===== src/rtl/rv32_ctrl_pkg.sv =====
// Shared encodings for the RV32IM decode/control stage: ALU op codes,
// load/store/branch selectors, opcode constants, control word and FSM states.
package rv32_ctrl_pkg;

  localparam logic [4:0] ALU_NOP    = 5'b00000;
  localparam logic [4:0] ALU_ADD    = 5'b00001;
  localparam logic [4:0] ALU_AND    = 5'b00010;
  localparam logic [4:0] ALU_OR     = 5'b00011;
  localparam logic [4:0] ALU_XOR    = 5'b00100;
  localparam logic [4:0] ALU_SLL    = 5'b00101;
  localparam logic [4:0] ALU_SRL    = 5'b00110;
  localparam logic [4:0] ALU_SRA    = 5'b00111;
  localparam logic [4:0] ALU_SUB    = 5'b01000;
  localparam logic [4:0] ALU_MUL    = 5'b01001;
  localparam logic [4:0] ALU_MULH   = 5'b01010;
  localparam logic [4:0] ALU_MULHU  = 5'b01011;
  localparam logic [4:0] ALU_MULHSU = 5'b01100;
  localparam logic [4:0] ALU_DIV    = 5'b01101;
  localparam logic [4:0] ALU_DIVU   = 5'b01110;
  localparam logic [4:0] ALU_REM    = 5'b01111;
  localparam logic [4:0] ALU_REMU   = 5'b10000;
  localparam logic [4:0] ALU_SLT    = 5'b10001;
  localparam logic [4:0] ALU_SLTU   = 5'b10010;

  localparam logic [2:0] LD_LB    = 3'd1;
  localparam logic [2:0] LD_LH    = 3'd2;
  localparam logic [2:0] LD_LW    = 3'd3;
  localparam logic [2:0] LD_LBU   = 3'd4;
  localparam logic [2:0] LD_LHU   = 3'd5;
  localparam logic [2:0] LD_UPPER = 3'd6;

  localparam logic [1:0] ST_SB = 2'd1;
  localparam logic [1:0] ST_SH = 2'd2;
  localparam logic [1:0] ST_SW = 2'd3;

  localparam logic [2:0] BR_BEQ  = 3'd1;
  localparam logic [2:0] BR_BNE  = 3'd2;
  localparam logic [2:0] BR_BLT  = 3'd3;
  localparam logic [2:0] BR_BGE  = 3'd4;
  localparam logic [2:0] BR_BLTU = 3'd5;
  localparam logic [2:0] BR_BGEU = 3'd6;

  localparam logic [6:0] OPC_LUI    = 7'b0110111;
  localparam logic [6:0] OPC_AUIPC  = 7'b0010111;
  localparam logic [6:0] OPC_JAL    = 7'b1101111;
  localparam logic [6:0] OPC_JALR   = 7'b1100111;
  localparam logic [6:0] OPC_BRANCH = 7'b1100011;
  localparam logic [6:0] OPC_LOAD   = 7'b0000011;
  localparam logic [6:0] OPC_STORE  = 7'b0100011;
  localparam logic [6:0] OPC_OP_IMM = 7'b0010011;
  localparam logic [6:0] OPC_OP     = 7'b0110011;

  localparam logic [6:0] F7_BASE   = 7'b0000000;
  localparam logic [6:0] F7_ALT    = 7'b0100000;
  localparam logic [6:0] F7_MULDIV = 7'b0000001;

  typedef enum logic [1:0] {
    ST_RUN      = 2'd0,
    ST_MEM_WAIT = 2'd1,
    ST_MD_WAIT  = 2'd2
  } state_e;

  typedef struct packed {
    logic [4:0] aluop;
    logic       immflag;
    logic       jumpflag;
    logic       selectwrite;
    logic       writeenable;
    logic       read;
    logic       write;
    logic [2:0] loadsignal;
    logic [1:0] storesignal;
    logic [2:0] branchsignal;
  } ctrl_word_t;

  // alt selects SUB over ADD and SRA over SRL; callers only set it where legal
  function automatic logic [4:0] base_alu_op(input logic [2:0] funct3, input logic alt);
    logic [4:0] op;
    case (funct3)
      3'b000:  op = alt ? ALU_SUB : ALU_ADD;
      3'b001:  op = ALU_SLL;
      3'b010:  op = ALU_SLT;
      3'b011:  op = ALU_SLTU;
      3'b100:  op = ALU_XOR;
      3'b101:  op = alt ? ALU_SRA : ALU_SRL;
      3'b110:  op = ALU_OR;
      3'b111:  op = ALU_AND;
      default: op = ALU_ADD;
    endcase
    return op;
  endfunction

endpackage


===== src/rtl/rv32_decoder.sv =====
// Combinational RV32IM decoder: instruction word to unregistered control word,
// with an M-extension flag and an illegal-instruction bit.
module rv32_decoder
  import rv32_ctrl_pkg::*;
#(
  parameter bit ENABLE_M = 1'b1
) (
  input  logic [31:0] instr_i,
  output ctrl_word_t  word_o,
  output logic        muldiv_o,
  output logic        illegal_o
);

  logic [6:0] opcode_s;
  logic [6:0] funct7_s;
  logic [2:0] funct3_s;
  logic       unused_s;

  assign opcode_s = instr_i[6:0];
  assign funct3_s = instr_i[14:12];
  assign funct7_s = instr_i[31:25];
  assign unused_s = ^{instr_i[24:15], instr_i[11:7]};

  // Opcode/funct decode; any illegal combination collapses to an all-zero word
  always_comb begin
    word_o    = '0;
    muldiv_o  = 1'b0;
    illegal_o = 1'b0;
    case (opcode_s)
      OPC_LUI: begin
        word_o.aluop       = ALU_NOP;
        word_o.immflag     = 1'b1;
        word_o.writeenable = 1'b1;
        word_o.loadsignal  = LD_UPPER;
      end
      OPC_AUIPC: begin
        word_o.aluop       = ALU_ADD;
        word_o.immflag     = 1'b1;
        word_o.writeenable = 1'b1;
        word_o.loadsignal  = LD_UPPER;
      end
      OPC_JAL: begin
        word_o.aluop       = ALU_ADD;
        word_o.immflag     = 1'b1;
        word_o.jumpflag    = 1'b1;
        word_o.writeenable = 1'b1;
      end
      OPC_JALR: begin
        if (funct3_s == 3'b000) begin
          word_o.aluop       = ALU_ADD;
          word_o.immflag     = 1'b1;
          word_o.jumpflag    = 1'b1;
          word_o.writeenable = 1'b1;
        end else begin
          illegal_o = 1'b1;
        end
      end
      OPC_BRANCH: begin
        case (funct3_s)
          3'b000:  begin word_o.aluop = ALU_SUB;  word_o.branchsignal = BR_BEQ;  end
          3'b001:  begin word_o.aluop = ALU_SUB;  word_o.branchsignal = BR_BNE;  end
          3'b100:  begin word_o.aluop = ALU_SLT;  word_o.branchsignal = BR_BLT;  end
          3'b101:  begin word_o.aluop = ALU_SLT;  word_o.branchsignal = BR_BGE;  end
          3'b110:  begin word_o.aluop = ALU_SLTU; word_o.branchsignal = BR_BLTU; end
          3'b111:  begin word_o.aluop = ALU_SLTU; word_o.branchsignal = BR_BGEU; end
          default: illegal_o = 1'b1;
        endcase
      end
      OPC_LOAD: begin
        word_o.aluop       = ALU_ADD;
        word_o.immflag     = 1'b1;
        word_o.read        = 1'b1;
        word_o.selectwrite = 1'b1;
        case (funct3_s)
          3'b000:  word_o.loadsignal = LD_LB;
          3'b001:  word_o.loadsignal = LD_LH;
          3'b010:  word_o.loadsignal = LD_LW;
          3'b100:  word_o.loadsignal = LD_LBU;
          3'b101:  word_o.loadsignal = LD_LHU;
          default: illegal_o = 1'b1;
        endcase
      end
      OPC_STORE: begin
        word_o.aluop   = ALU_NOP;
        word_o.immflag = 1'b1;
        word_o.write   = 1'b1;
        case (funct3_s)
          3'b000:  word_o.storesignal = ST_SB;
          3'b001:  word_o.storesignal = ST_SH;
          3'b010:  word_o.storesignal = ST_SW;
          default: illegal_o = 1'b1;
        endcase
      end
      OPC_OP_IMM: begin
        word_o.aluop       = base_alu_op(funct3_s, (funct3_s == 3'b101) && funct7_s[5]);
        word_o.immflag     = 1'b1;
        word_o.writeenable = 1'b1;
        if (funct3_s == 3'b001) begin
          illegal_o = (funct7_s != F7_BASE);
        end else if (funct3_s == 3'b101) begin
          illegal_o = (funct7_s != F7_BASE) && (funct7_s != F7_ALT);
        end else begin
          illegal_o = 1'b0;
        end
      end
      OPC_OP: begin
        word_o.writeenable = 1'b1;
        if (funct7_s == F7_BASE) begin
          word_o.aluop = base_alu_op(funct3_s, 1'b0);
        end else if (funct7_s == F7_ALT) begin
          word_o.aluop = base_alu_op(funct3_s, 1'b1);
          illegal_o    = (funct3_s != 3'b000) && (funct3_s != 3'b101);
        end else if ((funct7_s == F7_MULDIV) && ENABLE_M) begin
          muldiv_o = 1'b1;
          case (funct3_s)
            3'b000:  word_o.aluop = ALU_MUL;
            3'b001:  word_o.aluop = ALU_MULH;
            3'b010:  word_o.aluop = ALU_MULHSU;
            3'b011:  word_o.aluop = ALU_MULHU;
            3'b100:  word_o.aluop = ALU_DIV;
            3'b101:  word_o.aluop = ALU_DIVU;
            3'b110:  word_o.aluop = ALU_REM;
            3'b111:  word_o.aluop = ALU_REMU;
            default: word_o.aluop = ALU_MUL;
          endcase
        end else begin
          illegal_o = 1'b1;
        end
      end
      default: illegal_o = 1'b1;
    endcase
    if (illegal_o) begin
      word_o   = '0;
      muldiv_o = 1'b0;
    end else begin
      muldiv_o = muldiv_o;
    end
  end

endmodule


===== src/rtl/pipelined_control_unit.sv =====
// Registered ID/EX control stage: decoded word register plus a stall FSM for
// data-memory handshakes and multi-cycle MUL/DIV.
module pipelined_control_unit
  import rv32_ctrl_pkg::*;
#(
  parameter bit          ENABLE_M       = 1'b1,
  parameter int unsigned MULDIV_LATENCY = 4,
  parameter int unsigned ALUOP_W        = 5
) (
  input  logic               clk_i,
  input  logic               rst_ni,
  input  logic [31:0]        instruction_i,
  input  logic               instr_valid_i,
  input  logic               flush_i,
  input  logic               busywait_i,
  output logic [ALUOP_W-1:0] aluop_o,
  output logic               immflag_o,
  output logic               jumpflag_o,
  output logic               selectwrite_o,
  output logic               writeenable_o,
  output logic               read_o,
  output logic               write_o,
  output logic [2:0]         loadsignal_o,
  output logic [1:0]         storesignal_o,
  output logic [2:0]         branchsignal_o,
  output logic               illegal_o,
  output logic               stall_o
);

  localparam logic [3:0] MD_INIT = 4'(MULDIV_LATENCY - 32'd1);
  localparam bit         MD_STALLS = (MULDIV_LATENCY > 32'd1);

  ctrl_word_t dec_word_s;
  logic       dec_muldiv_s;
  logic       dec_illegal_s;

  ctrl_word_t run_word_d;
  logic       run_illegal_d;
  logic       run_md_d;

  state_e     state_q;
  logic [3:0] cnt_q;
  ctrl_word_t word_q;
  logic       illegal_q;

  rv32_decoder #(.ENABLE_M(ENABLE_M)) u_decoder (
    .instr_i   (instruction_i),
    .word_o    (dec_word_s),
    .muldiv_o  (dec_muldiv_s),
    .illegal_o (dec_illegal_s)
  );

  // Word to register when in RUN; flush and invalid slots beat an illegal flag
  always_comb begin
    run_word_d    = '0;
    run_illegal_d = 1'b0;
    run_md_d      = 1'b0;
    if (!instr_valid_i || flush_i) begin
      run_word_d = '0;
    end else if (dec_illegal_s) begin
      run_illegal_d = 1'b1;
    end else begin
      run_word_d = dec_word_s;
      if (dec_muldiv_s && MD_STALLS) begin
        run_word_d.writeenable = 1'b0;
        run_md_d               = 1'b1;
      end else begin
        run_md_d = 1'b0;
      end
    end
  end

  // Stall FSM and control-word register; wait states ignore all pipeline inputs
  always_ff @(posedge clk_i or negedge rst_ni) begin
    if (!rst_ni) begin
      state_q   <= ST_RUN;
      cnt_q     <= 4'd0;
      word_q    <= '0;
      illegal_q <= 1'b0;
    end else begin
      case (state_q)
        ST_RUN: begin
          word_q    <= run_word_d;
          illegal_q <= run_illegal_d;
          if (run_word_d.read || run_word_d.write) begin
            state_q <= ST_MEM_WAIT;
          end else if (run_md_d) begin
            cnt_q   <= MD_INIT;
            state_q <= ST_MD_WAIT;
          end else begin
            state_q <= ST_RUN;
          end
        end
        ST_MEM_WAIT: begin
          illegal_q <= 1'b0;
          if (!busywait_i) begin
            word_q.read        <= 1'b0;
            word_q.write       <= 1'b0;
            word_q.writeenable <= word_q.read;
            state_q            <= ST_RUN;
          end else begin
            state_q <= ST_MEM_WAIT;
          end
        end
        ST_MD_WAIT: begin
          illegal_q <= 1'b0;
          if (cnt_q <= 4'd1) begin
            word_q.writeenable <= 1'b1;
            cnt_q              <= 4'd0;
            state_q            <= ST_RUN;
          end else begin
            cnt_q <= cnt_q - 4'd1;
          end
        end
        default: begin
          state_q   <= ST_RUN;
          cnt_q     <= 4'd0;
          word_q    <= '0;
          illegal_q <= 1'b0;
        end
      endcase
    end
  end

  assign aluop_o        = ALUOP_W'(word_q.aluop);
  assign immflag_o      = word_q.immflag;
  assign jumpflag_o     = word_q.jumpflag;
  assign selectwrite_o  = word_q.selectwrite;
  assign writeenable_o  = word_q.writeenable;
  assign read_o         = word_q.read;
  assign write_o        = word_q.write;
  assign loadsignal_o   = word_q.loadsignal;
  assign storesignal_o  = word_q.storesignal;
  assign branchsignal_o = word_q.branchsignal;
  assign illegal_o      = illegal_q;
  assign stall_o        = (state_q != ST_RUN);

endmodule

===== config.mk =====
export PLATFORM = sky130hd
export DESIGN_NAME = pipelined_control_unit
export DESIGN_NICKNAME = d
export VERILOG_FILES = /design/src/rtl/rv32_ctrl_pkg.sv /design/src/rtl/rv32_decoder.sv /design/src/rtl/pipelined_control_unit.sv
export SDC_FILE = /design/constraint.sdc
export NUM_CORES = 1
export LEC_CHECK = 0
export BUFFER_PORTS_ARGS = -buffer_cell sky130_fd_sc_hd__buf_4
export CORE_UTILIZATION = 53
export DETAILED_ROUTE_END_ITERATION = 7
export PLACE_DENSITY_LB_ADDON = 0.05
export SLEW_MARGIN = 20
export SYNTH_ARGS = -nofsm -noshare
export SYNTH_HDL_FRONTEND = slang
export SYNTH_HIERARCHICAL = 1
export SYNTH_SLANG_ARGS = --single-unit

===== constraint.sdc =====
create_clock -name clk_i -period 2.2 [get_ports clk_i]
set_input_delay 0.11 -clock clk_i [delete_from_list [all_inputs] [get_ports clk_i]]
set_output_delay 0.11 -clock clk_i [all_outputs]
set_load 0.005 [all_outputs]

==> impl_metrics.csv <==
group,metric,value,unit
detailed_routing,drt_wl_total,5870,µm
worst_hold_path,hold_path_startpoint,"flush_i",
yosys,muxShareOfSynthArea,0.471,%
yosys,synth_fa_ha_area_share,6.47,%
yosys,synth-xor-area-share,0,%
global_routing,grt-ovfl-total,0,
power,ir_worst_vdd,0.000226,V
detailed_routing,drc,0,
power,internal_power,0.000833,W
sta,finalCritPeriodShare,114,%
yosys,synth_seq_cells,26,
worst_setup_path,cp_max_fo,4,
placement,dp_slack,-0.648,ns
floorplanning,die_h,65.3,µm
clock_tree,cts_tree,"yes",
worst_setup_path,crit_arrival,2.71,ns
yosys,yosys.area.top_type_share,30.6,%
clock_tree,cts_buffers,3,
detailed_routing,wire_per_inst,14.9,µm
floorplanning,ioPinCount,58,
power,p_leak,1.30,nW
power,powerDensity,367,nW/µm²
floorplanning,num_rows,22,
yosys,synth_ff_type,"dfrtp_1",
detailed_routing,first_pass_iters,5,
yosys,netlist_area,2130,µm²
sta,finalSetupViolations,6,
yosys,async_reset_ff_share,100,%
clock_tree,htree_num_levels,1,
yosys,syn_area_per_cell,7.99,µm²
layout,nets,396,
sta,max_freq,0.400,GHz
sta,max_slew_margin,73.4,%
layout,seqCellArea,651,µm²
yosys,ys_warn_count,6,
clock_tree,path_clk_slew,0.08,ns
worst_setup_path,r2r-end,"cnt_q[3]",
sta,fin_crit,2.50,ns
flow_run,cap_violations,0,
clock_tree,clock_sinks,26,
detailed_routing,dr.first_iter.drc_count,228,
yosys,synth_compound_area_share,27.3,%
yosys,syn_nets,314,
detailed_routing,antenna_left,0,
sta,finalHoldViolCount,0,
layout,final_cell_mix,"buf_4, nand2_1, dfrtp_1",
sta,worst_slew_pin_slew,0.389,ns
sta,skew,0.00605,ns
global_routing,grt_pass1_vias,2051,
worst_setup_path,r2r_slack,0.23,ns
floorplanning,dieArea,4270,µm²
power,p_sw,0.000267,W
worst_setup_path,slowest_delay,0.53,ns
worst_setup_path,reg2reg_depth,6,
yosys,synth_top_family_by_area,"simple AND/OR/NAND/NOR gates",
yosys,synthTopCellsByArea,"dfrtp_1, nand2_1, o21ai_0, ha_1, nor2_1",
worst_setup_path,timing.rr.start,"state_q[1]",
sta,drv_slew,0,
power,clock_power_share,35.6,%
power,p_comb_share,20.9,%
outcome,outcome,"complete, but fails checks",
worst_hold_path,whs_endpoint,"state_q[1]",
worst_hold_path,hold_path_class,"input port to register",
yosys,synth_cell_types,58,
layout,finalCoreUtilization,80.2,%
layout,n_antenna_cell,0,
worst_setup_path,cp-end-kind,"register",
yosys,synth-simple-area-share,28.6,%
outcome,violations,"setup timing",
worst_setup_path,critPathLaunchType,"input port",
sta,timing.final.ws_setup,-0.302,ns
floorplanning,start_util,56.8,%
worst_setup_path,cp.required,2.41,ns
worst_setup_path,slowest_stage,"or4b_4",
global_routing,grt_pass1_wl,9370,µm
layout,multiInputGateArea,1410,µm²
detailed_routing,vias,2289,
worst_setup_path,crit_chain,"buf_8, clkinvlp_4, ha_4, or4b_4, nor4_4, a2111oi_4, o211ai_4, nor2_4, or4b_4, o22a_1, or4_1, nand3_1",
placement,place_congestion,0.925,
worst_setup_path,path_class,"input port to register",
power,swShare,24.3,%
floorplanning,die_x,65.3,µm
worst_hold_path,min_path_cells,4,
clock_tree,worstSkewPairLatency,0.27,ns
global_routing,antenna_found_initial,0,
placement,numPortBuffers,42,
yosys,synth_edf_count,0,
yosys,syn_inst,266,
layout,layout_commonest_cell,"buf_4",
layout,syn2layout_area_growth,41.3,%
detailed_routing,vias_per_cell,5.79,
sta,rsz0062_at_grt,"yes",
power,pwr-share-seq,43.5,%
global_routing,grtUsageTotal,28.5,%
global_routing,grt_max_degree,33,
worst_setup_path,crit_top_cell,"or4b_4",
layout,drive_above_1_share,36.6,%
clock_tree,cts_root_buffer,"clkbuf_8",
yosys,ys_seq_area_share,30.6,%
yosys,synth.largest_area_cell,"dfrtp_1",
layout,fill_cells,256,
floorplanning,placeableCoreArea,3740,µm²
sta,hold_ws,0.205,ns
clock_tree,clock_tree.buffer_depth,2,
placement,hpwl,4500,µm
-- through the flow --
step                      cells  TNS, ns  cell area, µm²  total power [W]
after floorplan             266    -3.55            2180         0.000592
after global placement      384    -5.24            2800         0.000701
after detailed placement    384    -6.63            2800         0.000705
after CTS                   393    -1.07            2950          0.00110
after global routing        395    -1.78            3000          0.00115
final                       395    -1.25            3000          0.00110
-- metal layers --
metal  routed length (µm)  track usage, %  vias to the layer above  share of wire [%]
met5                    0               0                        -                  0
li1                     -               -                     1138                  -
met4                   93            9.24                        0                1.6
met1                 2500            35.8                     1057                 42
met2                 3050            51.5                       85                 52
met3                  237            1.74                        9                4.0
-- power groups by stage --
stage	clock network, W	registers [W]	logic, W
global placement	0	0.000488	0.000213
detailed placement	0	0.000489	0.000217
floorplan	0	0.000489	0.000103
CTS	0.000395	0.000479	0.000224
global route	0.000421	0.000479	0.000250
finish	0.000392	0.000479	0.000230
-- flip-flops by register name, indices dropped and copies added, names as in the netlist --
signal and cells:
selectwrite_o 1, loadsignal_o 3, branchsignal_o 3, read_o 1
state_q 2, cnt_q 4, immflag_o 1, storesignal_o 2
write_o 1, writeenable_o 1, aluop_o 5, jumpflag_o 1
illegal_o 1
-- cell type report --
type                       instances  share of cell area, %
tap                               48                   2.00
inverter                          13                   1.75
clock buffer                       3                   1.38
timing repair buffer              95                   25.3
sequential                        26                   21.7
clock inverter                     1                   1.00
multi-input combinational        209                   46.9
-- cell usage after synthesis, types with 2 or more instances --
cell type	instances
a2bb2oi_1	2
a31oi_1	6
dfrtp_1	26
nand4bb_1	2
nand2_1	43
o31a_1	2
clkbuf_1	11
or2_1	2
nand4_1	2
nor2_1	19
o21ai_0	31
nor2b_1	6
nand2b_1	6
a211oi_1	2
inv_1	12
a21oi_1	13
o32ai_1	3
o31ai_1	3
ha_1	11
nor4_1	2
nand3b_1	2
a2111oi_2	3
nor3_1	5
a22o_1	2
buf_2	4
nand3_1	5
or3_1	7
o22ai_1	2
or2_2	3
-- cells by family after synthesis --
group                      count (synthesis)
AOI/OAI and AO/OA                         83
and+or+nand+nor                          114
muxes                                      1
DFF                                       26
adders and majority gates                 11
buffers and inverters                     31
-- timing repair --
action                                  CTS  global route
buffers inserted                          4             1
gates cloned                              0             1
hold buffers                              1             0
endpoints found under the setup margin    4             8
pin swaps                                 5             3
resized for setup                        14             5
endpoints found under the hold margin    26             0
-- worst max-delay path by stage --
stage,startpoint,end,slack (ns)
2_1_floorplan,instruction_i[13],cnt_q[3],-0.65
3_3_place_gp,instruction_i[13],cnt_q[3],-0.58
3_5_place_dp,instruction_i[13],cnt_q[3],-0.65
4_1_cts,instruction_i[13],cnt_q[3],-0.28
5_1_grt,instruction_i[13],cnt_q[3],-0.39
6_report,instruction_i[13],cnt_q[3],-0.30
-- critical path, delay by kind of cell --
kind / cells / cell delay (ns)
and+or+nand+nor: 6 / 1.71
buffers and inverters: 2 / 0.19
AOI/OAI and AO/OA: 3 / 0.56
adders and majority gates: 1 / 0.13
Note: power is estimated with default switching activity, not from simulation.
